[config.mk]
export PLATFORM = sky130hd
export DESIGN_NAME = spi_frame_master
export DESIGN_NICKNAME = d
export VERILOG_FILES = /design/src/rtl/spi_pkg.sv /design/src/rtl/spi_sclk_div.sv /design/src/rtl/spi_frame_master.sv
export SDC_FILE = /design/constraint.sdc
export NUM_CORES = 1
export LEC_CHECK = 0
export CAP_MARGIN = 0
export CORE_UTILIZATION = 35
export DETAILED_ROUTE_END_ITERATION = 10
export SLEW_MARGIN = 40
export SYNTH_ARGS = -nofsm -noshare
export SYNTH_HDL_FRONTEND = slang
export SYNTH_HIERARCHICAL = 1
export SYNTH_SLANG_ARGS = --single-unit
[constraint.sdc]
create_clock -name clk -period 2.4 [get_ports clk]
set_input_delay 0.48 -clock clk [delete_from_list [all_inputs] [get_ports clk]]
set_output_delay 0.48 -clock clk [all_outputs]
set_load 0.01 [all_outputs]
[src/rtl/spi_pkg.sv]
// Shared types and default sizing for the SPI frame master.
package spi_pkg;

    localparam int unsigned SPI_DATA_W  = 12;
    localparam int unsigned SPI_CLK_DIV = 4;

    typedef enum logic [1:0] {
        StIdle,
        StSetup,
        StShift,
        StHold
    } spi_state_t;

endpackage

[src/rtl/spi_sclk_div.sv]
// Free-running phase divider: one-cycle tick every CLK_DIV clocks while run is high.
module spi_sclk_div
    import spi_pkg::*;
#(
    parameter int unsigned CLK_DIV = SPI_CLK_DIV
) (
    input  logic clk,
    input  logic rst,
    input  logic run,
    output logic tick
);

    localparam int unsigned CW = (CLK_DIV > 1) ? $clog2(CLK_DIV) : 1;
    localparam logic [CW-1:0] LAST = CW'(CLK_DIV - 1);

    logic [CW-1:0] cnt_q, cnt_d;

    // Count up to LAST then restart; held at zero while stopped.
    always_comb begin
        cnt_d = cnt_q;
        if (!run) begin
            cnt_d = '0;
        end else if (cnt_q == LAST) begin
            cnt_d = '0;
        end else begin
            cnt_d = cnt_q + 1'b1;
        end
    end

    // Divider counter register.
    always_ff @(posedge clk or posedge rst) begin
        if (rst) begin
            cnt_q <= '0;
        end else begin
            cnt_q <= cnt_d;
        end
    end

    assign tick = run && (cnt_q == LAST);

endmodule

[src/rtl/spi_frame_master.sv]
// SPI mode-0 master: one DATA_W-bit full-duplex frame per start, MSB first.
module spi_frame_master
    import spi_pkg::*;
#(
    parameter int unsigned CLK_DIV = SPI_CLK_DIV,
    parameter int unsigned DATA_W  = SPI_DATA_W
) (
    input  logic              clk,
    input  logic              rst,
    input  logic              start,
    input  logic [DATA_W-1:0] tx_data,
    input  logic              abort,
    input  logic              clr,
    output logic              busy,
    output logic              sclk,
    output logic              cs_n,
    output logic              mosi,
    input  logic              miso,
    output logic [DATA_W-1:0] rx_data,
    output logic              rx_valid,
    output logic              cnt_en,
    output logic              cnt_clr
);

    localparam int unsigned BW = $clog2(DATA_W + 1);
    // The first rising edge is issued from SETUP, so SHIFT sees DATA_W-1 more.
    localparam logic [BW-1:0] LAST_BIT = BW'(DATA_W - 1);

    spi_state_t state_q, state_d;

    logic [DATA_W-1:0] tx_sr_q, tx_sr_d;
    logic [DATA_W-1:0] rx_sr_q, rx_sr_d;
    logic [DATA_W-1:0] rx_data_q, rx_data_d;
    logic [BW-1:0]     bit_cnt_q, bit_cnt_d;
    logic              cs_n_q, cs_n_d;
    logic              sclk_q, sclk_d;
    logic              mosi_q, mosi_d;
    logic              busy_q, busy_d;
    logic              rx_valid_q, rx_valid_d;
    logic              cnt_clr_q;
    logic              tick;
    logic              kill;

    // Ticks land exactly on state transitions, so the divider restarts with each state.
    spi_sclk_div #(
        .CLK_DIV (CLK_DIV)
    ) u_sclk_div (
        .clk  (clk),
        .rst  (rst),
        .run  (state_q != StIdle),
        .tick (tick)
    );

    assign kill = abort && (state_q != StIdle);

    // State register.
    always_ff @(posedge clk or posedge rst) begin
        if (rst) begin
            state_q <= StIdle;
        end else begin
            state_q <= state_d;
        end
    end

    // Next-state logic; abort overrides everything outside IDLE.
    always_comb begin
        state_d = state_q;
        if (kill) begin
            state_d = StIdle;
        end else begin
            case (state_q)
                StIdle:  if (start) state_d = StSetup;
                StSetup: if (tick) state_d = StShift;
                StShift: if (tick && sclk_q && (bit_cnt_q == LAST_BIT)) state_d = StHold;
                StHold:  if (tick) state_d = StIdle;
                default: state_d = StIdle;
            endcase
        end
    end

    // Datapath and output next values.
    always_comb begin
        tx_sr_d    = tx_sr_q;
        rx_sr_d    = rx_sr_q;
        rx_data_d  = rx_data_q;
        bit_cnt_d  = bit_cnt_q;
        cs_n_d     = cs_n_q;
        sclk_d     = sclk_q;
        mosi_d     = mosi_q;
        busy_d     = busy_q;
        rx_valid_d = 1'b0;
        if (kill) begin
            cs_n_d    = 1'b1;
            sclk_d    = 1'b0;
            mosi_d    = 1'b0;
            busy_d    = 1'b0;
            bit_cnt_d = '0;
        end else begin
            case (state_q)
                StIdle: begin
                    if (start) begin
                        tx_sr_d   = tx_data;
                        cs_n_d    = 1'b0;
                        busy_d    = 1'b1;
                        mosi_d    = tx_data[DATA_W-1];
                        bit_cnt_d = '0;
                    end
                end
                StSetup: begin
                    if (tick) begin
                        sclk_d    = 1'b1;
                        rx_sr_d   = {rx_sr_q[DATA_W-2:0], miso};
                        bit_cnt_d = '0;
                    end
                end
                StShift: begin
                    if (tick) begin
                        if (sclk_q) begin
                            sclk_d = 1'b0;
                            if (bit_cnt_q == LAST_BIT) begin
                                // Final falling edge leaves mosi on the last bit.
                                bit_cnt_d = '0;
                            end else begin
                                tx_sr_d = tx_sr_q << 1;
                                mosi_d  = tx_sr_q[DATA_W-2];
                            end
                        end else begin
                            sclk_d    = 1'b1;
                            rx_sr_d   = {rx_sr_q[DATA_W-2:0], miso};
                            bit_cnt_d = bit_cnt_q + 1'b1;
                        end
                    end
                end
                StHold: begin
                    if (tick) begin
                        cs_n_d     = 1'b1;
                        mosi_d     = 1'b0;
                        busy_d     = 1'b0;
                        rx_data_d  = rx_sr_q;
                        rx_valid_d = 1'b1;
                        bit_cnt_d  = '0;
                    end
                end
                default: ;
            endcase
        end
    end

    // Datapath and output registers.
    always_ff @(posedge clk or posedge rst) begin
        if (rst) begin
            tx_sr_q    <= '0;
            rx_sr_q    <= '0;
            rx_data_q  <= '0;
            bit_cnt_q  <= '0;
            cs_n_q     <= 1'b1;
            sclk_q     <= 1'b0;
            mosi_q     <= 1'b0;
            busy_q     <= 1'b0;
            rx_valid_q <= 1'b0;
        end else begin
            tx_sr_q    <= tx_sr_d;
            rx_sr_q    <= rx_sr_d;
            rx_data_q  <= rx_data_d;
            bit_cnt_q  <= bit_cnt_d;
            cs_n_q     <= cs_n_d;
            sclk_q     <= sclk_d;
            mosi_q     <= mosi_d;
            busy_q     <= busy_d;
            rx_valid_q <= rx_valid_d;
        end
    end

    // Downstream counter clear, delayed one clock and independent of the FSM.
    always_ff @(posedge clk or posedge rst) begin
        if (rst) begin
            cnt_clr_q <= 1'b0;
        end else begin
            cnt_clr_q <= clr;
        end
    end

    assign busy     = busy_q;
    assign sclk     = sclk_q;
    assign cs_n     = cs_n_q;
    assign mosi     = mosi_q;
    assign rx_data  = rx_data_q;
    assign rx_valid = rx_valid_q;
    assign cnt_en   = rx_valid_q;
    assign cnt_clr  = cnt_clr_q;

endmodule

* Yosys cells after proc, flatten, opt, wreduce, memory -nomap -nowiden
Cells that the tools add are included.
** Storage, ports and cells
- RAM bits :: 0
- Bits of input ports :: 18
- Memories kept :: 0
- ROM bits :: 0
- Bits in registers :: 49
- Word-level logic and storage cells :: 100
- Latch bits :: 0
** Cells by class
- Div/mod/pow operators :: 0
- Shift-type cells :: 0
- Reductions and logical operators :: 20
- Multiply operators :: 0
- Add/sub/neg operators :: 2
- Bitwise operators :: 1
- Magnitude comparators :: 0
- Muxes and demuxes :: 45
- Equal/unequal tests :: 20
** Operators by type and width (number)
- $mux 11 :: 4
- $mux 12 :: 3
- $mux 4 :: 6
- $pmux 12 s2 :: 1
- $pmux 11 s2 :: 1
- $ne 3x3->1 const B :: 7
- $mux 1 :: 17
- $mux 2 :: 7
- $ne 2x2->1 const B :: 6
- $pmux 4 s3 :: 1
- $reduce_and 6->1 :: 2
- $reduce_and 3->1 :: 3
- $pmux 2 s4 :: 1
- $reduce_and 4->1 :: 2
- $eq 2x2->1 const B :: 3
- $pmux 1 s2 :: 3
- $reduce_bool 2->1 :: 3
- $reduce_bool 3->1 :: 2
- $reduce_and 5->1 :: 1
- $add 4x1->4 const B :: 1
- $eq 4x4->1 const B :: 1
- $logic_and 1x1->1 :: 4
- $ne 4x4->1 const B :: 1
- $reduce_bool 4->1 :: 1
- 7 further kinds :: 7

* Longest topological paths before layout
Gate-level depths: netlist of run 1.
- Word-level depth :: 7
- Gate-level depth with buffers :: 10
- Mapped depth without buffers :: 8

* Cells and area by module
The synthesis of run 1 kept the hierarchy.
** Modules (own cells, without submodules)
- spi_frame_master :: area an instance 2359.8 µm², cells an instance 189, sequential area each 1177.4 µm², times used 1
- spi_sclk_div :: area an instance 92.6 µm², cells an instance 7, sequential area each 50.0 µm², times used 1

* Least setup slack after synthesis of run 1
No wires, ideal clock.
- Path kind :: register to register
- Start point :: reg state_q[0]
- End point :: reg bit_cnt_q[3]
- Arrival time :: 2071 ps
- Path slack :: 205 ps
- Stages on the path, launching flop included :: 11
- Cells stage by stage :: dfrtp_1 -> inv_1 -> ha_1 -> buf_2 -> inv_1 -> and2_2 -> buf_2 -> o21bai_1 -> a21oi_1 -> o31ai_1 -> a211o_1
** On the way
- Word-level cells in the longest chain between the ends :: 4
- Elaborated cells between the ends (all ways) :: 15
- Those cells by class :: 7 x eq/ne; 2 x mux; 6 x reduce/logical
** Ends and longest elaborated chain
- start, declared :: line spi_frame_master.sv:29 : spi_state_t state_q, state_d;
- start signal, assigned :: line spi_frame_master.sv:59 : state_q <= StIdle;
- start signal, assigned :: line spi_frame_master.sv:61 : state_q <= state_d;
- $reduce_bool 2->1 * :: line spi_frame_master.sv:50 : .run (state_q != StIdle),
- $logic_and 1x1->1 * :: line spi_sclk_div.sv:39 : assign tick = run && (cnt_q == LAST);
- net tick :: line spi_frame_master.sv:41 : logic tick;
- $ne 3x3->1 (no source line) / $ne 3x1->1 (equally long branches)
- $reduce_and 4->1 (no source line) *
- end signal, assigned :: line spi_frame_master.sv:165 : bit_cnt_q <= bit_cnt_d;
- end, declared :: line spi_frame_master.sv:34 : logic [BW-1:0] bit_cnt_q, bit_cnt_d;
Mark *: on every way through the listed nets, which the timed path passes. The rest lies on a longest branch.
A chain may end at the register's enable or synchronous reset.

* Worst setup path in the final report of run 1
- Start point :: reg state_q[0]
- End point :: reg tx_sr_q[6]
** On the way
- Word-level cells in the longest chain between the ends :: 4
- Elaborated cells between the ends (all ways) :: 13
- Those cells by class :: 5 x eq/ne; 1 x mux; 1 x bitwise; 6 x reduce/logical
** Ends and longest elaborated chain
- $reduce_bool 2->1 :: line spi_frame_master.sv:50
- $logic_and 1x1->1 :: line spi_sclk_div.sv:39
- net tick :: line spi_frame_master.sv:41
- $ne 2x2->1 (no source line)
- $reduce_and 6->1 (no source line)
- end signal, assigned :: line spi_frame_master.sv:162 : tx_sr_q <= tx_sr_d;
- end, declared :: line spi_frame_master.sv:31 : logic [DATA_W-1:0] tx_sr_q, tx_sr_d;
The timed path passes the listed nets, and every way through them passes these cells.

==> metrics.log, run 1 <==
[metrics] leakage power figure: approximately 1.5 nW
[metrics] iteration count of the initial detailed-routing pass: 4
[metrics] crit path setup slack, layout: 167.2 ps
[metrics] worst setup slack before clock tree synthesis: 94.45 ps
[metrics] area fraction of the dominant cell type after synthesis: 0.4898
[metrics] # Max-Cap Violations: 0
[metrics] post-synthesis async set-or-reset flop share: 1.000
[metrics] sequential-to-total area share from yosys stat: 0.5005
[metrics] Max Used Layer: met4
[metrics] Cell variety after synth: 45
[metrics] input/output buffers: 36
[metrics] prevailing post-synth register cell: dfrtp_1
[metrics] maximum number of pins on one net before global-route repair: 33
[metrics] CTS sink count: 49
[metrics] overall fraction of global-route tracks in use: 0.1313
[metrics] number of flip-flops and latches in the synthesized netlist: 49
[metrics] # resized after CTS: 0
[metrics] CP max FO: 12
[metrics] kind of capture point of the worst setup path: flip-flop
[metrics] peak clock frequency supported by timing: 0.4479 GHz
[metrics] Post-Syn Area per Cell: 12.51 um^2
[metrics] unrepaired setup endpoints after global routing: no
[metrics] latest clock arrival within the worst-skew pair: 300 ps
[metrics] final design instance area without fill: 3119 um^2
[metrics] number of global-route vias before repair: 1,604
[metrics] leading post-synthesis cells by cell area: dfrtp_1 49%, mux2_2 17%, mux2_4 5.5%
[metrics] area of the die: ~7300 um^2
[metrics] data arrival time of the worst path: 2430 ps
[metrics] Horiz. Die Dim: ~86 um
[metrics] data required time of the critical path: approximately 2600 ps
[metrics] nets@finish: 265
[metrics] post-synthesis instance area: 2452 um^2
[metrics] num rows: 30
[metrics] actual slew at the worst max-slew pin: 666.3 ps
[metrics] number of nets with antenna violations after detailed routing: 0
[metrics] DR WL/cell: 13.46 um
[metrics] CTS root buf: clkbuf_8
[metrics] count of endpoints failing setup in the final report: 0
[metrics] TNS Setup: 0 ps
[metrics] length of routed met2 wiring: between 2000 and 2500 um
[metrics] clock-pin slew on the worst setup and hold paths: about 90 ps
[metrics] DRC: 0
[metrics] final cell utilization of the core: 0.4591
[metrics] Ports: 37
[metrics] Starting DRT DRC Count: 68
[metrics] core footprint: 6794 um^2
[metrics] number of CTS-inserted buffers: 5
[metrics] synthesized netlist cell count: 196
[metrics] met3 wirelength from detailed routing: roughly 150 um
[metrics] Layout Area Growth over Synthesis: 27.19%
[metrics] Setup Skew: 6.089 ps
[metrics] effective utilization at floorplan: 0.3610
[metrics] area after detailed placement: ~3000 um^2
[metrics] share of the clock period used by the worst path after layout: 0.9303
[metrics] largest vdd supply drop: 0.3483 mV
[metrics] Die Ht: approximately 86 um
[metrics] most common library cells after synthesis: 48 x dfrtp_1, 36 x mux2_2, 10 x inv_1
[metrics] total wire length: 4549 um
[metrics] H-tree lvl count: 2
[metrics] max_slew headroom: 0.5558
[metrics] most area-hungry cell type in the Yosys netlist: dfrtp_1
[metrics] Post-CTS Setup Bufs: 0
[metrics] final weighted congestion in routability-driven placement: 0.8350
[metrics] CP startpoint kind: flip-flop
[metrics] Syn. warnings: 6
[metrics] Final HPWL DP: 3294 um
[metrics] ant diodes: 0
[metrics] hold buffer count at cts: 0
[metrics] detailed-route vias per instance: 4.834
[metrics] status: finished clean
[metrics] number of antenna violations at the first check in global routing: 0
[metrics] Tmin final: 2233 ps
[metrics] final hold vios: 0
[metrics] Longest Clk Path Bufs: 2
[metrics] filler cell count: 644
[metrics] power density over the cells: 908.9 nW/um^2
[metrics] grt ovf: 0
[metrics] most frequent cell after synthesis: dfrtp_1
[metrics] pins over their slew limit: 0
[metrics] path class of the lowest-slack min-delay path: in2async
[metrics] sum of routed wire segments on met1: 2249 um
[metrics] global-route wire length before repair: 7527 um
[metrics] Post-Synthesis Net Count: 220
[metrics] proportion of layout cells with a drive suffix above 1: 0.3058
[metrics] number of vias in the routed layout: between 1,500 and 2,000
[metrics] CTS tree: yes
[metrics] count of flip-flops with a built-in enable after synthesis: 0
[metrics] type of the worst setup path: reg2reg
-- layout by cell type, fill, tap and decap left out, drive strengths merged, types with 2 or more instances in the layout --
| cell type | n |
|---|---|
| inv | 10 |
| nand3 | 7 |
| o31ai | 2 |
| a32o | 3 |
| o21ai | 4 |
| nor2 | 6 |
| nand2 | 9 |
| nor2b | 4 |
| a22o | 3 |
| a21oi | 5 |
| dfrtp | 48 |
| buf | 12 |
| a32oi | 2 |
| nand3b | 2 |
| nor3b | 2 |
| o21bai | 3 |
| clkbuf | 6 |
| and2 | 2 |
| clkdlybuf4s50 | 36 |
| mux2 | 45 |
| ha | 6 |
| nor3 | 2 |
| nand2b | 3 |
| a21o | 2 |
| o2bb2ai | 2 |
-- cells by family after synthesis --
logic type      share of synthesized area
simple gates                       0.1046
fa+ha+maj                         0.03061
flops                              0.5005
mux                                0.2204
buf+inv                           0.04030
compound gates                     0.1036
-- worst max-delay path, stage by stage (launching register included) --
cell	delay, ps
dfrtp_1	440
inv_1	120
ha_1	170
inv_1	50
and2_2	280
nand3_2	100
a22o_1	570
mux2_2	400
-- stage by stage --
stage	hold WS [ps]	instances	total power [mW]
after floorplan	221.2	196	1.918
after global placement	435.0	330	2.217
after detailed placement	445.9	330	2.243
after CTS	374.8	338	2.878
after global routing	391.9	338	3.019
final	380.4	338	2.835
-- layer usage --
metal,global-route usage,vias up
met2,0.2044,30
met4,0.05455,0
li1,-,796
met1,0.1802,805
met5,0,-
met3,0.02502,3
-- power by group --
part / leakage, nW / total (mW) / switching [mW] / internal (mW)
Sequential: 0.644 / 1.14 / 0.128 / 1.01
Clock: 0.0574 / 0.618 / 0.279 / 0.339
Combinational: 0.804 / 1.08 / 0.487 / 0.590
Total: 1.51 / 2.84 / 0.894 / 1.94
-- final cells by class --
class / instances / area (um^2) / share of cell area
multi-input combinational: 127 / 1126 / 0.3610
sequential: 49 / 1227 / 0.3935
clock buffer: 6 / 82.58 / 0.02647
timing repair buffer: 48 / 488.0 / 0.1564
clock inverter: 2 / 37.54 / 0.01203
tap: 96 / 120.1 / 0.03851
inverter: 10 / 37.54 / 0.01203
-- path summary, 6_finish.rpt --
| check | from | endpoint | slack (ps) | cells past startpoint |
|---|---|---|---|---|
| max in group asynchronous | rst | cs_n$_DFFE_PP1P_ | 1350 | 3 |
| hold / removal | rst | u_sclk_div/cnt_q[0]$_DFF_PP0_ | 380 | 2 |
| setup / recovery | state_q[0]$_DFFE_PP0P_ | tx_sr_q[6]$_DFFE_PP0P_ | 170 | 7 |
| hold reg to reg | u_sclk_div/cnt_q[0]$_DFF_PP0_ | u_sclk_div/cnt_q[0]$_DFF_PP0_ | 450 | 1 |
| min in group clk | u_sclk_div/cnt_q[0]$_DFF_PP0_ | u_sclk_div/cnt_q[0]$_DFF_PP0_ | 450 | 1 |
| setup reg to reg | state_q[0]$_DFFE_PP0P_ | tx_sr_q[6]$_DFFE_PP0P_ | 170 | 7 |
-- state kept, by name (all words and copies together), names as in the netlist --
| register | count |
|---|---|
| bit_cnt_q | 4 |
| cnt_en | 1 |
| cnt_clr | 1 |
| sclk | 1 |
| cs_n | 1 |
| u_sclk_div/cnt_q | 2 |
| rx_sr_q | 12 |
| rx_data | 12 |
| tx_sr_q | 11 |
| mosi | 1 |
| busy | 1 |
| state_q | 2 |
(Power assumes the default switching activity.)
==> run 2: changes to the inputs <==
--- a/config.mk
+++ b/config.mk
@@ -10,2 +10,3 @@
 export DETAILED_ROUTE_END_ITERATION = 10
+export SETUP_SLACK_MARGIN = 0.3
 export SLEW_MARGIN = 40
==> constraint.sdc (replaced) <==
create_clock -name clk -period 2.4 [get_ports clk]
set_input_delay 0.6 -clock clk [delete_from_list [all_inputs] [get_ports clk]]
set_output_delay 0.6 -clock clk [all_outputs]
set_load 0.01 [all_outputs]
==> metrics.log, run 2 (same netlist as run 1, synthesis figures left out) <==
[metrics] Final Instance Count excl. Fillers: 340 (was 338)
[metrics] iteration count of the initial detailed-routing pass: 4 (unchanged)
[metrics] WP buf/inv: 1 (was 2)
[metrics] latest clock arrival within the worst-skew pair: 300 ps (about the same)
[metrics] kind of capture point of the worst setup path: primary output (was flip-flop)
[metrics] CP startpoint kind: flip-flop (unchanged)
[metrics] unrepaired setup endpoints after global routing: no (unchanged)
[metrics] Starting DRT DRC Count: 61 (was 68)
[metrics] status: finished clean (unchanged)
[metrics] number of global-route vias before repair: 1,581 (was 1,604)
[metrics] global-route wire length before repair: 7659 um (was 7527 um)
[metrics] num rows: 30 (unchanged)
[metrics] hold worst-path end: u_sclk_div/cnt_q[0]$_DFF_PP0_
[metrics] TNS Setup: 0 ps (unchanged)
[metrics] grt ovf: 0 (unchanged)
[metrics] switching part of the total power: 0.3267 (was 0.3153)
[metrics] final design instance area without fill: 3122 um^2 (was 3119 um^2)
[metrics] Cell Int Power: 1.864 mW (was 1.941 mW)
[metrics] Slowest cell on crit path: clkdlybuf4s50_1 (was a22o_1)
[metrics] Tmin final: 2027 ps (was 2233 ps)
[metrics] Ports: 37 (unchanged)
[metrics] core footprint: 6794 um^2 (unchanged)
[metrics] crit path setup slack, layout: 373.4 ps (was 167.2 ps)
[metrics] Logic pwr share: 0.405 (was 0.380)
[metrics] hold path startpoint: u_sclk_div/cnt_q[0]$_DFF_PP0_
[metrics] worst setup slack before clock tree synthesis: -39.32 ps (was 94.45 ps)
[metrics] critical path cell sequence: clkdlybuf4s50_1 (was inv_1, ha_1, inv_1, and2_2, nand3_2, a22o_1, mux2_2)
[metrics] overall fraction of global-route tracks in use: 0.1356 (was 0.1313)
[metrics] commonest cells after routing, fill and taps aside: 46 x dfrtp_1, 36 x mux2_2, 36 x clkdlybuf4s50_1 (was 48 x dfrtp_1, 36 x mux2_2, 36 x clkdlybuf4s50_1)
[metrics] Horiz. Die Dim: 85.71 um (unchanged)
[metrics] H-tree lvl count: 2 (unchanged)
[metrics] filler cell count: 630 (was 644)
[metrics] ant diodes: 0 (unchanged)
[metrics] power density over the cells: 886.8 nW/um^2 (was 908.9 nW/um^2)
[metrics] CTS root buf: clkbuf_8 (unchanged)
[metrics] nets@finish: 267 (was 265)
[metrics] DRC: 0 (unchanged)
[metrics] final weighted congestion in routability-driven placement: 0.8312 (was 0.8350)
[metrics] leakage power figure: 1.504 nW (was 1.505 nW)
[metrics] number of vias in the routed layout: 1,625 (was 1,634)
[metrics] peak clock frequency supported by timing: 0.4934 GHz (was 0.4479 GHz)
[metrics] maximum number of pins on one net before global-route repair: 18 (was 33)
[metrics] # Max-Cap Violations: 0 (unchanged)
[metrics] largest vdd supply drop: 0.4366 mV (was 0.3483 mV)
[metrics] final hold vios: 0 (unchanged)
[metrics] most common cell after layout, fill and taps aside: dfrtp_1 (unchanged)
[metrics] clock-pin slew on the worst setup and hold paths: 80 ps (was 90 ps)
[metrics] data arrival time of the worst path: 1430 ps (was 2430 ps)
[metrics] pins over their slew limit: 0 (unchanged)
[metrics] share of the clock period used by the worst path after layout: 0.8444 (was 0.9303)
[metrics] instance count after placement with tap cells included: 331 (was 330)
[metrics] Layout Area Growth over Synthesis: 27.30% (was 27.19%)
[metrics] CP top delay family: buffers and inverters (was compound AO/OA/AOI/OAI gates)
[metrics] input/output buffers: 36 (unchanged)
[metrics] launch point of the worst reg-to-reg path: state_q[0]$_DFFE_PP0P_ (unchanged)
[metrics] biggest cell delay along the critical path: 600 ps (was 570 ps)
[metrics] net switching power: 0.9043 mW (was 0.8939 mW)
[metrics] number of CTS-inserted buffers: 5 (unchanged)
[metrics] effective utilization at floorplan: 0.3610 (unchanged)
[metrics] final cell utilization of the core: 0.4595 (was 0.4591)
[metrics] count of endpoints failing setup in the final report: 0 (unchanged)
[metrics] CP max FO: 9 (was 12)
[metrics] part of the total power dissipated in sequential elements: 0.412 (was 0.402)
[metrics] type of the worst setup path: reg2out (was reg2reg)
[metrics] max_slew headroom: 0.7424 (was 0.5558)
[metrics] number of nets with antenna violations after detailed routing: 0 (unchanged)
[metrics] path class of the lowest-slack min-delay path: reg2reg (was in2async)
[metrics] CTS tree: yes (unchanged)
[metrics] Setup Skew: 7.420 ps (was 6.089 ps)
[metrics] Longest Clk Path Bufs: 2 (unchanged)
[metrics] detailed-route vias per instance: 4.779 (was 4.834)
[metrics] clock network fraction of design power: 0.183 (was 0.218)
[metrics] number of antenna violations at the first check in global routing: 0 (unchanged)
[metrics] Final HPWL DP: 3418 um (was 3294 um)
[metrics] area after detailed placement: 3010 um^2 (was 2999 um^2)
[metrics] proportion of layout cells with a drive suffix above 1: 0.3361 (was 0.3058)
[metrics] total wire length: 4656 um (was 4549 um)
[metrics] CTS sink count: 49 (unchanged)
[metrics] data required time of the critical path: 1800 ps (was 2600 ps)
[metrics] Worst Reg2Reg Path Length in Cells: 8 (was 7)
[metrics] R2R Setup Slk: 440 ps (was 170 ps)
[metrics] DR WL/cell: 13.69 um (was 13.46 um)
[metrics] area of the die: 7345 um^2 (unchanged)
[metrics] Die Ht: 85.71 um (unchanged)
[metrics] actual slew at the worst max-slew pin: 385.8 ps (was 666.3 ps)
[metrics] capture instance of the worst register-to-register path: state_q[1]$_DFFE_PP0P_ (was tx_sr_q[6]$_DFFE_PP0P_)
[metrics] worst hold stages: 1
run 2: metal layers:
| metal | GRT usage | up-vias | wire [um] |
|---|---|---|---|
| met1 | 0.1954 | 800 | 2503 |
| met3 | 0.03561 | 4 | 146 |
| li1 | - | 797 | - |
| met4 | 0.03636 | 0 | 54 |
| met2 | 0.2029 | 24 | 1951 |
| met5 | 0 | - | 0 |
run 2: how the worst max path moves through the flow:
stage	start	end	slack [ps]	cells past startpoint
after CTS	state_q[0]$_DFFE_PP0P_	state_q[1]$_DFFE_PP0P_	330	8
after global routing	sclk$_DFFE_PP0P_	sclk	310	1
after detailed placement	abort	tx_sr_q[6]$_DFFE_PP0P_	-40	5
final	sclk$_DFFE_PP0P_	sclk	370	1
after floorplan	state_q[0]$_DFFE_PP0P_	tx_sr_q[10]$_DFFE_PP0P_	300	10
after global placement	abort	tx_sr_q[6]$_DFFE_PP0P_	2	5
run 2: power by group through the flow:
stage,clock [mW],combinational [mW],sequential [mW]
final,0.507,1.12,1.14
after global routing,0.565,1.23,1.17
after CTS,0.524,1.11,1.14
after detailed placement,0,1.10,1.16
after global placement,0,1.08,1.16
after floorplan,0,0.798,1.14
run 2: cell type report:
cell class	count	area (um^2)	area share
inverters	10	37.54	0.01202
multi-input cells	127	1135	0.3635
clock buffers	6	82.58	0.02645
repair buffers	50	503.0	0.1611
flip-flops and latches	49	1230	0.3940
clock inverters	2	13.76	0.004409
well taps	96	120.1	0.03848
run 2: stage by stage:
step,total power [mW],hold slack (ps)
3_5_place_dp,2.265,445.3
4_1_cts,2.782,456.9
5_1_grt,2.956,480.7
3_3_place_gp,2.243,435.7
2_1_floorplan,1.934,341.2
6_report,2.768,455.1
run 2: repair_timing:
| item | in CTS | in global routing |
|---|---|---|
| gates resized for setup | 3 | 2 |
| gates cloned | 0 | 0 |
| hold buffers | 0 | 0 |
| setup buffers | 0 | 1 |
| setup endpoints to repair | 11 | 3 |
| hold endpoints to repair | 0 | 0 |
| pin swaps | 0 | 1 |
==> run 3: changes to the inputs <==
clock period = 1.8 ns   (was 2.4 ns; I/O delays follow)
==> metrics.log, run 3 (same netlist as run 1, synthesis figures left out) <==
[metrics] status: finished with violations (was finished clean)
[metrics] violations in the final reports: DRC
[metrics] iteration count of the initial detailed-routing pass: 8 (was 4)
[metrics] Horiz. Die Dim: 85.71 um (unchanged)
[metrics] grt ovf: 0 (unchanged)
[metrics] startpoint of the most critical setup path: state_q[1]$_DFFE_PP0P_ (was sclk$_DFFE_PP0P_)
[metrics] number of nets with antenna violations after detailed routing: 0 (unchanged)
[metrics] type of the worst setup path: reg2reg (was reg2out)
[metrics] # Max-Cap Violations: 0 (unchanged)
[metrics] core footprint: 6794 um^2 (unchanged)
[metrics] Ports: 37 (unchanged)
[metrics] final cell utilization of the core: 0.5354 (was 0.4595)
[metrics] data arrival time of the worst path: 1980 ps (was 1430 ps)
[metrics] Worst Reg2Reg Path Length in Cells: 7 (was 8)
[metrics] final weighted congestion in routability-driven placement: 0.8331 (was 0.8312)
[metrics] CP startpoint kind: flip-flop (unchanged)
[metrics] H-tree lvl count: 2 (unchanged)
[metrics] capturing instance or port of the critical path: state_q[1]$_DFFE_PP0P_ (was sclk)
[metrics] leakage power figure: 1.843 nW (was 1.504 nW)
[metrics] share of the clock period used by the worst path after layout: 0.9943
[metrics] Tmin final: 1790 ps
[metrics] clock-pin slew on the worst setup and hold paths: 90 ps (was 80 ps)
[metrics] Setup Skew: 4.563 ps (was 7.420 ps)
[metrics] number of vias in the routed layout: 1,792 (was 1,625)
[metrics] actual slew at the worst max-slew pin: 391.0 ps (was 385.8 ps)
[metrics] input/output buffers: 36 (unchanged)
[metrics] nets@finish: 295 (was 267)
[metrics] detailed-route vias per instance: 4.870 (was 4.779)
[metrics] data required time of the critical path: 1990 ps (was 1800 ps)
[metrics] CTS sink count: 49 (unchanged)
[metrics] Longest Clk Path Bufs: 2 (unchanged)
[metrics] largest vdd supply drop: 0.4273 mV (was 0.4366 mV)
[metrics] total power after layout: 4.502 mW (was 2.768 mW)
[metrics] DRC: 1 (was 0)
[metrics] commonest cells after routing, fill and taps aside: 46 x dfrtp_1, 29 x buf_4, 23 x mux2_2 (was 46 x dfrtp_1, 36 x mux2_2, 36 x clkdlybuf4s50_1)
[metrics] number of CTS-inserted buffers: 5 (unchanged)
[metrics] R2R Setup Slk: 10 ps (was 440 ps)
[metrics] count of endpoints failing setup in the final report: 0 (unchanged)
[metrics] CP max FO: 4 (was 9)
[metrics] capture instance of the worst register-to-register path: state_q[1]$_DFFE_PP0P_ (unchanged)
[metrics] unrepaired setup endpoints after global routing: yes (was no)
[metrics] overall fraction of global-route tracks in use: 0.1516 (was 0.1356)
[metrics] path class of the lowest-slack min-delay path: in2async (was reg2reg)
[metrics] power density over the cells: 1238 nW/um^2 (was 886.8 nW/um^2)
[metrics] effective utilization at floorplan: 0.3610 (unchanged)
[metrics] ant diodes: 0 (unchanged)
[metrics] Starting DRT DRC Count: 65 (was 61)
[metrics] most common cell after layout, fill and taps aside: dfrtp_1 (unchanged)
[metrics] pins over their slew limit: 0 (unchanged)
[metrics] peak clock frequency supported by timing: 0.5587 GHz
[metrics] final hold vios: 0 (unchanged)
[metrics] global-route wire length before repair: 8804 um (was 7659 um)
[metrics] area of the die: 7345 um^2 (unchanged)
[metrics] maximum number of pins on one net before global-route repair: 22 (was 18)
[metrics] CTS tree: yes (unchanged)
[metrics] proportion of layout cells with a drive suffix above 1: 0.5000 (was 0.3361)
[metrics] kind of capture point of the worst setup path: flip-flop (was primary output)
[metrics] launch point of the worst reg-to-reg path: state_q[1]$_DFFE_PP0P_ (was state_q[0]$_DFFE_PP0P_)
[metrics] latest clock arrival within the worst-skew pair: 300 ps (about the same)
[metrics] total wire length: 5271 um (was 4656 um)
[metrics] Final HPWL DP: 3542 um (was 3418 um)
[metrics] CTS root buf: clkbuf_8 (unchanged)
[metrics] Layout Area Growth over Synthesis: 48.32% (was 27.30%)
[metrics] number of global-route vias before repair: 1,787 (was 1,581)
[metrics] max_slew headroom: 0.7388 (was 0.7424)
[metrics] DR WL/cell: 14.32 um (was 13.69 um)
[metrics] Die Ht: 85.71 um (unchanged)
[metrics] number of antenna violations at the first check in global routing: 0 (unchanged)
[metrics] num rows: 30 (unchanged)
[run 3: cell types whose count changed in the layout (fill, tap and decap cells not counted), moves of 3 or more]
cell             before  now
dlygate4sd2_1         0   18
ha_4                  0    3
buf_6                 0    6
mux2_2               36   23
buf_12                3    6
nor2b_1               4    1
clkdlybuf4s50_1      36   16
nor2_2                0    4
ha_1                  5    2
buf_4                11   29
mux2_4                9   22
inv_1                 8    5
nor2_1                6    2
[run 3: layer usage]
layer  global-route usage  part of all wire  up-vias
li1                     -                 -      859
met3              0.03080             0.046        4
met4              0.03788            0.0097        0
met2               0.2276              0.45       44
met5                    0                 0        -
met1               0.2237              0.50      885
[run 3: worst max-delay path, cell delays in order (launching register included)]
cell and delay, ps:
dfrtp_1 410, buf_6 130, buf_4 140, ha_4 150
nor2b_4 140, o211ai_1 310, o221ai_2 180, a32o_1 220
[run 3: metrics by stage]
| stage | std cells | setup slack [ps] | hold WS [ps] | instance area [um^2] | setup TNS, ps |
|---|---|---|---|---|---|
| after floorplan | 196 | -136.4 | 191.2 | 2519 | -1604 |
| after global placement | 347 | -201.9 | 436.6 | 3203 | -5613 |
| after detailed placement | 347 | -231.1 | 444.6 | 3203 | -7668 |
| after CTS | 365 | 21.62 | 364.4 | 3518 | 0 |
| after global routing | 368 | -72.29 | 380.6 | 3637 | -469.8 |
| final | 368 | 10.26 | 373.8 | 3637 | 0 |
[run 3: final cells by class]
class                      instances  area [um^2]
clock inverter                     3        43.79
multi-input combinational        127         1360
inverter                          10        46.29
tap                               96        120.1
fill                             570         3157
clock buffer                       5        68.82
timing repair buffer              78        768.2
sequential                        49         1230
[run 3: worst min-delay path by stage]
stage | to | slack [ps] | cells past startpoint
floorplan | u_sclk_div/cnt_q[0]$_DFF_PP0_ | 190 | 1
global placement | u_sclk_div/cnt_q[0]$_DFF_PP0_ | 440 | 1
detailed placement | u_sclk_div/cnt_q[0]$_DFF_PP0_ | 440 | 1
CTS | u_sclk_div/cnt_q[1]$_DFF_PP0_ | 360 | 2
global route | u_sclk_div/cnt_q[0]$_DFF_PP0_ | 380 | 2
finish | u_sclk_div/cnt_q[0]$_DFF_PP0_ | 370 | 2
[run 3: what timing repair did]
| action | in CTS | in global routing |
|---|---|---|
| resized for setup | 55 | 22 |
| cloned | 1 | 0 |
| hold buffers | 0 | 0 |
| endpoints found under the setup margin | 62 | 47 |
| pin swaps | 14 | 4 |
| endpoints found under the hold margin | 0 | 0 |
| setup buffers | 9 | 3 |
[run 3: where the power goes]
group	internal (mW)	switching [mW]
Sequential	1.36	0.142
Clock	0.417	0.377
Combinational	1.25	0.961
